`config.mk`:
```
export PLATFORM = sky130hd
export DESIGN_NAME = im_access_ctrl
export DESIGN_NICKNAME = d
export VERILOG_FILES = /design/src/rtl/im_access_ctrl.sv
export SDC_FILE = /design/constraint.sdc
export NUM_CORES = 1
export LEC_CHECK = 0
export CORE_ASPECT_RATIO = 1.75
export CORE_MARGIN = 1.5
export CORE_UTILIZATION = 46
export CTS_BUF_LIST = sky130_fd_sc_hd__clkbuf_4
export CTS_CLUSTER_DIAMETER = 30
export DETAILED_ROUTE_END_ITERATION = 10
export GPL_ROUTABILITY_DRIVEN = 0
export PLACE_DENSITY = 0.89
export SLEW_MARGIN = 10
export SYNTH_ARGS = -nofsm -noshare
export SYNTH_HDL_FRONTEND = slang
export SYNTH_SLANG_ARGS = --single-unit
```
`constraint.sdc`:
```
create_clock -name clk -period 2.5 [get_ports clk]
set_input_delay 0.75 -clock clk [delete_from_list [all_inputs] [get_ports clk]]
set_output_delay 0.75 -clock clk [all_outputs]
set_load 0.005 [all_outputs]
```
`src/rtl/im_access_ctrl.sv`:
```
// Instruction memory access sequencer.
// Shares a byte-wide array between fetch reads and loader writes.
module im_access_ctrl #(
  parameter int MEM_SIZE = 128,
  parameter int ADDR_W   = 7
) (
  input  logic              clk,
  input  logic              rst,
  input  logic              f_req,
  input  logic [31:0]       f_addr,
  output logic              f_done,
  output logic [31:0]       f_instr,
  output logic              f_err,
  input  logic              l_req,
  input  logic [31:0]       l_addr,
  input  logic [31:0]       l_wdata,
  output logic              l_done,
  output logic              l_err,
  output logic [ADDR_W-1:0] mem_addr,
  input  logic [7:0]        mem_rdata,
  output logic              mem_we,
  output logic [7:0]        mem_wdata
);

  localparam logic [1:0] S_IDLE = 2'd0;
  localparam logic [1:0] S_RD   = 2'd1;
  localparam logic [1:0] S_WR   = 2'd2;
  localparam logic [1:0] S_DONE = 2'd3;

  logic [1:0]        state;
  logic [1:0]        beat;
  logic [ADDR_W-1:0] base;
  logic [31:0]       wdata;
  logic [23:0]       sh;
  logic              gnt_l;
  logic              last_l;
  logic              err;
  logic              grant_f;
  logic              grant_l;
  logic              f_oor;
  logic              l_oor;
  logic              busy;

  // Arbitration: loader wins a tie only if fetch was granted last.
  always_comb begin
    grant_l = l_req && (!f_req || !last_l);
    grant_f = f_req && !grant_l;
    f_oor   = f_addr >= 32'(MEM_SIZE);
    l_oor   = l_addr >= 32'(MEM_SIZE);
  end

  // Sequencer: grant, four byte beats, one done cycle.
  always_ff @(posedge clk or negedge rst) begin
    if (!rst) begin
      state   <= S_IDLE;
      beat    <= 2'd0;
      base    <= '0;
      wdata   <= '0;
      sh      <= '0;
      gnt_l   <= 1'b0;
      last_l  <= 1'b1;
      err     <= 1'b0;
      f_instr <= '0;
    end else begin
      unique case (state)
        S_IDLE: begin
          beat <= 2'd0;
          if (grant_f) begin
            gnt_l  <= 1'b0;
            last_l <= 1'b0;
            base   <= {f_addr[ADDR_W-1:2], 2'b00};
            err    <= f_oor;
            state  <= f_oor ? S_DONE : S_RD;
          end else if (grant_l) begin
            gnt_l  <= 1'b1;
            last_l <= 1'b1;
            base   <= {l_addr[ADDR_W-1:2], 2'b00};
            wdata  <= l_wdata;
            err    <= l_oor;
            state  <= l_oor ? S_DONE : S_WR;
          end
        end
        S_RD: begin
          sh   <= {sh[15:0], mem_rdata};
          beat <= beat + 2'd1;
          if (beat == 2'd3) begin
            f_instr <= {sh, mem_rdata};
            state   <= S_DONE;
          end
        end
        S_WR: begin
          beat <= beat + 2'd1;
          if (beat == 2'd3) state <= S_DONE;
        end
        S_DONE: state <= S_IDLE;
      endcase
    end
  end

  // Memory side: address and write byte only while beating.
  always_comb begin
    busy      = (state == S_RD) || (state == S_WR);
    mem_we    = (state == S_WR);
    mem_addr  = busy ? (base | {{(ADDR_W-2){1'b0}}, beat}) : '0;
    mem_wdata = 8'h00;
    if (mem_we) begin
      unique case (beat)
        2'd0: mem_wdata = wdata[31:24];
        2'd1: mem_wdata = wdata[23:16];
        2'd2: mem_wdata = wdata[15:8];
        2'd3: mem_wdata = wdata[7:0];
      endcase
    end
  end

  // Completion pulses go to whichever side holds the grant.
  always_comb begin
    f_done = (state == S_DONE) && !gnt_l;
    l_done = (state == S_DONE) && gnt_l;
    f_err  = f_done && err;
    l_err  = l_done && err;
  end

endmodule

```
==> Flow_metrics.wiki, run 1 <==
{| class="wikitable"
! Metric !! Value
|-
| Pin count of the biggest net entering global routing || 46
|-
| Register area share after synthesis || 0.577
|-
| Final sum of negative setup slack || -1.75 ns
|-
| Worst R2R End || f_instr[8]
|-
| Area delta synth->final || 47.2%
|-
| Initial core utilization || 0.477
|-
| Period minus WS final || 2.76 ns
|-
| Number of DRC markers after the initial detailed-route iteration || 170
|-
| Setup violators final || 8
|-
| Reported max-cap violation count || 0
|-
| Routed WL per cell || 17.0 um
|-
| Warnings from Yosys || 0
|-
| Layout cells sized above 1 || 0.330
|-
| Total instance count after detailed placement || 594
|-
| Detailed-route vias per instance || 5.20
|-
| Die Footprint || 10,100 um^2
|-
| Total overflow reported by the global router || 0
|-
| Number of top-level pins || 160
|-
| Kind of start point of the critical path || flop
|-
| First-pass detailed-route iteration total || 4
|-
| Worst Reg-to-Reg Cells || 9
|-
| Std-Cell Rows || 46
|-
| IO Port Bufs || 155
|-
| Setup slack of the worst register-to-register path || 0.35 ns
|-
| Fmax achieved || 363 MHz
|-
| Initial antenna violation count || 0
|-
| Via count of the first global-routing pass || 3,553
|-
| Cell types with the largest area share after synthesis || sky130_fd_sc_hd__dfrtp_1, sky130_fd_sc_hd__mux2_2, sky130_fd_sc_hd__nand2_1, sky130_fd_sc_hd__ha_1, sky130_fd_sc_hd__and2_1
|-
| Slew Viols, Final || 0
|-
| Worst hold slack || 0.157 ns
|-
| Hold-fix buffers at CTS || 0
|-
| Most instantiated flip-flop cell in the synthesis netlist || sky130_fd_sc_hd__dfrtp_1
|-
| Transition time at the pin with the least slew margin || 0.516 ns
|-
| Count of flip-flops with a built-in enable after synthesis || 0
|-
| Status || finished, violations left
|-
| Maximum level of the CTS H-tree || 3
|-
| Maximum fanout count along the critical path || 6
|-
| Remaining DRCs || 0
|-
| Share of the synthesized area in the top cell type || 0.571
|-
| Reg-to-Reg Start || beat[1]
|-
| CTS Sinks || 100
|-
| Clock tree from TritonCTS || built
|-
| Synthesized net count || 437
|-
| Post-synthesis instance total || 321
|-
| Core outline area || 9090 um^2
|-
| Clk slew on worst S/H paths || 0.16 ns
|-
| Critical Path Sink Type || output port
|-
| Xor and xnor fraction of the mapped netlist area || 0
|-
| Number of non-filler instances in the completed layout || 629
|-
| Worst Slack Setup Final || -0.257 ns
|-
| Total Routing Usage GR || 0.226
|-
| Worst path required time || 1.75 ns
|-
| Clock network latency to the later pin of the worst-skew pair || 0.46 ns
|-
| VDD IR max || 0.685 mV
|-
| Synthesized-area fraction occupied by adder cells || 0.0231
|-
| Synthesized-area fraction occupied by ao, oa, aoi and oai cells || 0.0573
|-
| Power Total || 6.99 mW
|-
| Critical path arrival || 2.01 ns
|-
| Async SR Flop Fraction || 1.00
|-
| First-pass GRT wire length || 17,900 um
|-
| Chip Width || 76.4 um
|-
| Antenna diode instance count || 0
|-
| Leak || 2.77 nW
|-
| Dominant combinational cell family by area after synthesis || multiplexers
|-
| Basic-gate share of the synthesized area counting and, or, nand and nor cells || 0.0772
|-
| Total wire length after detailed routing || 10,700 um
|-
| Portion of the clock cycle consumed by the worst path in the final layout || 1.10
|-
| Final Util || 0.703
|-
| Classification of the worst-slack hold path || in2async
|-
| Biggest area consumer among synthesized cells || sky130_fd_sc_hd__dfrtp_1
|-
| Crit path kind || reg2out
|-
| Layout net count || 620
|-
| Clock buffer depth || 2
|-
| Synthesis-stage register bit count || 100
|-
| Total standard cell area after synthesis || 4340 um^2
|-
| Violated checks || negative setup slack
|-
| Fraction of synthesized area in multiplexers || 0.240
|-
| Average footprint of a synthesized cell || 13.5 um^2
|-
| Maximum clock skew at final layout || 0.0149 ns
|-
| Power density of the placed cells || 1090 nW/um^2
|-
| ANT nets after route || 0
|-
| RSZ-0062 raised after global routing || true
|-
| Number of buffers added by the clock tree synthesis step || 9
|-
| Hpwl dp || 7860 um
|-
| Final hold violation count || 0
|-
| Vert. Die Dim || 132 um
|-
| Number of distinct standard cells referenced by the synthesized netlist || 30
|-
| Worst slew margin relative to its limit || 0.653
|-
| Total via count in the routed design || 3,269
|-
| CTS Root Cell || sky130_fd_sc_hd__clkbuf_4
|}
==> worst max-delay path, stage by stage (launching register included) <==
cell and delay (ns):
sky130_fd_sc_hd__dfrtp_1 0.43, sky130_fd_sc_hd__buf_6 0.13, sky130_fd_sc_hd__buf_6 0.11, sky130_fd_sc_hd__ha_4 0.18, sky130_fd_sc_hd__buf_6 0.13, sky130_fd_sc_hd__a222oi_1 0.24
sky130_fd_sc_hd__o21ai_1 0.09, sky130_fd_sc_hd__and2_1 0.14, sky130_fd_sc_hd__buf_2 0.12
==> how the worst max path moves through the flow <==
| stage | endpoint | cells past startpoint | slack [ns] | from |
|---|---|---|---|---|
| detailed placement | mem_wdata[4] | 7 | -0.21 | beat[0] |
| global route | mem_wdata[7] | 8 | -0.35 | beat[1] |
| CTS | mem_wdata[4] | 7 | -0.30 | beat[1] |
| floorplan | mem_wdata[0] | 6 | 0.41 | beat[0] |
| finish | mem_wdata[7] | 8 | -0.26 | beat[1] |
| global placement | mem_wdata[2] | 6 | -0.13 | beat[0] |
==> registers in the layout, summed over array words and instances, names as in the netlist <==
signal and flops:
base 5, beat 2, err 1, f_instr 32
gnt_l 1, last_l 1, sh 24, state 2
wdata 32
==> power breakdown <==
group | internal, mW | total, mW | switching [mW] | leakage [nW]
Clock | 0.220 | 0.789 | 0.568 | 0.0640
Sequential | 2.43 | 2.90 | 0.472 | 1.21
Combinational | 2.06 | 3.30 | 1.24 | 1.49
==> placed cells by master (no fill, tap or decap), drive strengths merged <==
cell	instances
o31ai	1
nor3	3
a222oi	8
dlygate4sd2	3
nor2	5
and2	14
inv	9
nand3	1
nand4	2
a2111o	1
clkinv	2
or3	1
clkdlybuf4s50	135
o41ai	2
o21ai	17
nand2	27
mux2	88
dfstp	1
clkbuf	16
nor2b	1
and3	1
clkdlybuf4s15	1
a21oi	1
o32ai	1
nor4	10
clkinvlp	2
nand2b	1
mux2i	5
dfrtp	99
a21o	2
ha	8
buf	41
==> per-stage QoR <==
step | area (um^2) | setup slack (ns)
6_report | 6390 | -0.257
4_1_cts | 6380 | -0.297
3_5_place_dp | 6070 | -0.215
5_1_grt | 6390 | -0.350
3_3_place_gp | 6070 | -0.126
2_1_floorplan | 4340 | 0.415
==> what timing repair did <==
action	in CTS	in global routing
gates resized for setup	75	20
setup buffers	16	3
endpoints found under the hold margin	0	0
setup endpoints to repair	20	13
pin swaps	26	17
==> cell type report <==
type | count | area, um^2
Fill cell | 712 | 2700
Sequential cell | 100 | 2500
Multi-Input combinational cell | 200 | 1810
Timing Repair Buffer | 187 | 1770
Tap cell | 120 | 150
Clock buffer | 9 | 67.6
Clock inverter | 7 | 58.8
Inverter | 6 | 22.5
==> routing by layer <==
layer,track usage,up-vias,share of wire
met5,0,-,0
met4,0.0947,0,0.025
met3,0.0618,23,0.062
li1,-,1520,-
met1,0.243,1617,0.36
met2,0.410,109,0.55
==> Yosys cell counts, drive strengths merged (2+ instances only) <==
master and count:
nor4 10, o41ai 2, nand4 2, mux2i 5
ha 8, a21o 2, inv 6, nor2 5
mux2 88, a222oi 8, dfrtp 99, nor3 3
nand2 27, o21ai 17, and2 14, buf 11
clkbuf 4
==> kinds of logic after synthesis <==
group,Yosys count
DFF,100
muxes,93
and+or+nand+nor,66
AOI/OAI and AO/OA,33
buffers and inverters,21
adders and majority gates,8
Note: power is estimated with default switching activity, not from simulation.
==> run 2: changes to the inputs <==
--- a/config.mk
+++ b/config.mk
@@ -12,7 +12,7 @@
 export CTS_CLUSTER_DIAMETER = 30
 export DETAILED_ROUTE_END_ITERATION = 10
 export GPL_ROUTABILITY_DRIVEN = 0
-export PLACE_DENSITY = 0.89
+export PLACE_DENSITY = 0.82
 export SLEW_MARGIN = 10
 export SYNTH_ARGS = -nofsm -noshare
 export SYNTH_HDL_FRONTEND = slang
==> Flow_metrics.wiki, run 2 (same netlist as run 1, synthesis figures left out) <==
{| class="wikitable"
! Metric !! Value
|-
| Worst Reg-to-Reg Cells || 6 (-3)
|-
| Total via count in the routed design || 3,196 (-2.2%)
|-
| Slew Viols, Final || 0 (unchanged)
|-
| Die Footprint || 10,100 um^2 (unchanged)
|-
| GRT busiest layer || met2
|-
| Registers with the most flip-flops || f_instr (32), wdata (32), sh (24)
|-
| Classification of the worst-slack hold path || in2async
|-
| Via count of the first global-routing pass || 3,502 (-1.4%)
|-
| Maximum clock skew at final layout || 0.0172 ns (+0.00238 ns)
|-
| Hold-fix buffers at CTS || 0 (unchanged)
|-
| Number of buffers added by the clock tree synthesis step || 9 (unchanged)
|-
| Worst Slack Setup Final || -0.204 ns (+0.0532 ns)
|-
| Power density of the placed cells || 1080 nW/um^2 (-1.5%)
|-
| Area occupied by multi-input gates || 1810 um^2 (unchanged)
|-
| Top library cells by usage in the layout, fill and taps aside || sky130_fd_sc_hd__clkdlybuf4s50_1, sky130_fd_sc_hd__dfrtp_1, sky130_fd_sc_hd__mux2_2
|-
| Setup violators final || 8 (unchanged)
|-
| Total Routing Usage GR || 0.215 (-0.0114)
|-
| Area delta synth->final || 45.0%
|-
| Clock buffer depth || 2 (unchanged)
|-
| Leak || 2.73 nW (-1.6%)
|-
| First-pass detailed-route iteration total || 6 (+2)
|-
| Maximum level of the CTS H-tree || 3 (unchanged)
|-
| Sequential fraction of design power || 0.430 (+0.015)
|-
| ANT nets after route || 0 (unchanged)
|-
| IO Port Bufs || 155 (unchanged)
|-
| Internal Pwr Total || 4.60 mW (-2.4%)
|-
| Fmax achieved || 370 MHz (+2.0%)
|-
| Number of DRC markers after the initial detailed-route iteration || 186 (+9.4%)
|-
| Pin count of the biggest net entering global routing || 36 (-22%)
|-
| Worst slew margin relative to its limit || 0.697 (+0.0442)
|-
| NetSw || 2.19 mW (-4.0%)
|-
| VDD IR max || 0.698 mV (+1.9%)
|-
| Total overflow reported by the global router || 0 (unchanged)
|-
| Switching Fraction || 0.322 (-0.00370)
|-
| Status || finished, violations left
|-
| CTS Root Cell || sky130_fd_sc_hd__clkbuf_4
|-
| Number of non-filler instances in the completed layout || 615 (-2.2%)
|-
| Logic pwr share || 0.460 (-0.012)
|-
| Clock network latency to the later pin of the worst-skew pair || 0.43 ns (-0.03 ns)
|-
| Total instance count after detailed placement || 590 (-0.67%)
|-
| Layout net count || 607 (-2.1%)
|-
| Remaining DRCs || 0 (unchanged)
|-
| Global-route met1 utilization || 0.245 (+0.00210)
|-
| Core outline area || 9090 um^2 (unchanged)
|-
| Worst path required time || 1.75 ns (about the same)
|-
| Chip Width || 76.4 um (unchanged)
|-
| Antenna diode instance count || 0 (unchanged)
|-
| Initial core utilization || 0.477 (unchanged)
|-
| Met2 track utilization from global routing || 0.371 (-0.0387)
|-
| Detailed-route vias per instance || 5.20 (about the same)
|-
| Vert. Die Dim || 132 um (unchanged)
|-
| Commonest non-fill, non-tap cell in the layout || sky130_fd_sc_hd__clkdlybuf4s50_1
|-
| Period minus WS final || 2.70 ns (-0.0532 ns)
|-
| Maximum fanout count along the critical path || 5 (-1)
|-
| Layout fillers || 714 (+0.28%)
|-
| Critical path arrival || 1.95 ns (-0.06 ns)
|-
| Layout cells sized above 1 || 0.299 (-0.0311)
|-
| RSZ-0062 raised after global routing || true
|-
| Hpwl dp || 7640 um (-2.9%)
|-
| Kind of start point of the critical path || flop
|-
| Critical Path Sink Type || output port
|-
| Reported max-cap violation count || 0 (unchanged)
|-
| Clock tree from TritonCTS || built
|-
| Met3 Use GR || 0.0632 (+0.00139)
|-
| Routed WL per cell || 16.6 um (-2.5%)
|-
| Part of the total power dissipated in the clock network || 0.110 (-0.003)
|-
| Final hold violation count || 0 (unchanged)
|-
| Crit path kind || reg2out
|-
| First-pass GRT wire length || 17,100 um (-4.5%)
|-
| Violated checks || negative setup slack
|-
| Std-Cell Rows || 46 (unchanged)
|-
| Power Total || 6.79 mW (-2.9%)
|-
| Worst Setup Slack post-DPL || -0.159 ns (+0.0555 ns)
|-
| Number of top-level pins || 160 (unchanged)
|-
| Transition time at the pin with the least slew margin || 0.455 ns (-0.0609 ns)
|-
| CTS Sinks || 100 (unchanged)
|-
| Clk slew on worst S/H paths || 0.16 ns (about the same)
|-
| Total wire length after detailed routing || 10,200 um (-4.7%)
|-
| Initial antenna violation count || 0 (unchanged)
|-
| Portion of the clock cycle consumed by the worst path in the final layout || 1.08 (-0.0213)
|-
| Area taken by flip-flops and latches || 2510 um^2 (about the same)
|}
run 2: cell types whose count changed in the layout (fill, tap and decap cells not counted), sizes merged:
cell	before	now
clkbuf	16	12
clkinvlp	2	1
buf	41	27
dlygate4sd2	3	7
dlymetal6s2s	0	1
clkdlybuf4s15	1	2
clkdlybuf4s50	135	134
run 2: layout make-up:
cell class	count	area share
Tap cell	120	0.0238
Timing Repair Buffer	174	0.267
Sequential cell	100	0.398
Clock inverter	6	0.00775
Inverter	6	0.00477
Multi-Input combinational cell	200	0.288
Clock buffer	9	0.0107
run 2: path summary, 6_finish.rpt:
kind | start | endpoint | slack [ns]
worst max-delay path | beat[0] | mem_wdata[4] | -0.20
worst min register to register | base[5] | base[5] | 0.50
worst max register to register | state[0] | f_instr[21] | 0.65
min in group clk | base[5] | base[5] | 0.50
worst min-delay path | rst | f_instr[30] | 0.23
max in group asynchronous | rst | last_l | 1.65
run 2: timing repair:
| item | 4_1_cts | 5_1_grt |
|---|---|---|
| gates resized for setup | 71 | 10 |
| endpoints found under the setup margin | 20 | 16 |
| pin swaps | 26 | 12 |
| buffers inserted | 9 | 1 |
| hold endpoints to repair | 0 | 0 |
run 2: layer usage:
metal	vias up	share of wire	routed length (um)
met1	1582	0.37	3830
met4	0	0.030	309
met2	98	0.54	5500
li1	1493	-	-
met3	23	0.056	568
met5	-	0	0
run 2: metrics by stage:
stage	area [um^2]	setup TNS, ns	utilization	hold slack, ns
CTS	6280	-1.42	0.691	0.221
finish	6300	-1.13	0.692	0.232
detailed placement	6060	-1.04	0.666	0.469
floorplan	4340	0	-	0.442
global placement	6060	-0.531	0.666	0.459
global route	6300	-2.18	0.692	0.225
run 2: worst max-delay path, cell delays in order, from the launching register on:
cell and delay, ns:
sky130_fd_sc_hd__dfrtp_2 0.50, sky130_fd_sc_hd__inv_4 0.06, sky130_fd_sc_hd__ha_4 0.18, sky130_fd_sc_hd__buf_6 0.12
sky130_fd_sc_hd__a222oi_1 0.30, sky130_fd_sc_hd__o21ai_1 0.11, sky130_fd_sc_hd__and2_1 0.15, sky130_fd_sc_hd__buf_2 0.12
run 2: power by group through the flow:
stage	combinational [mW]	sequential, mW	clock [mW]
2_1_floorplan	1.63	2.83	0
3_3_place_gp	2.90	2.89	0
3_5_place_dp	2.98	2.94	0
4_1_cts	3.14	2.91	0.774
5_1_grt	3.42	3.02	0.849
6_report	3.12	2.92	0.746
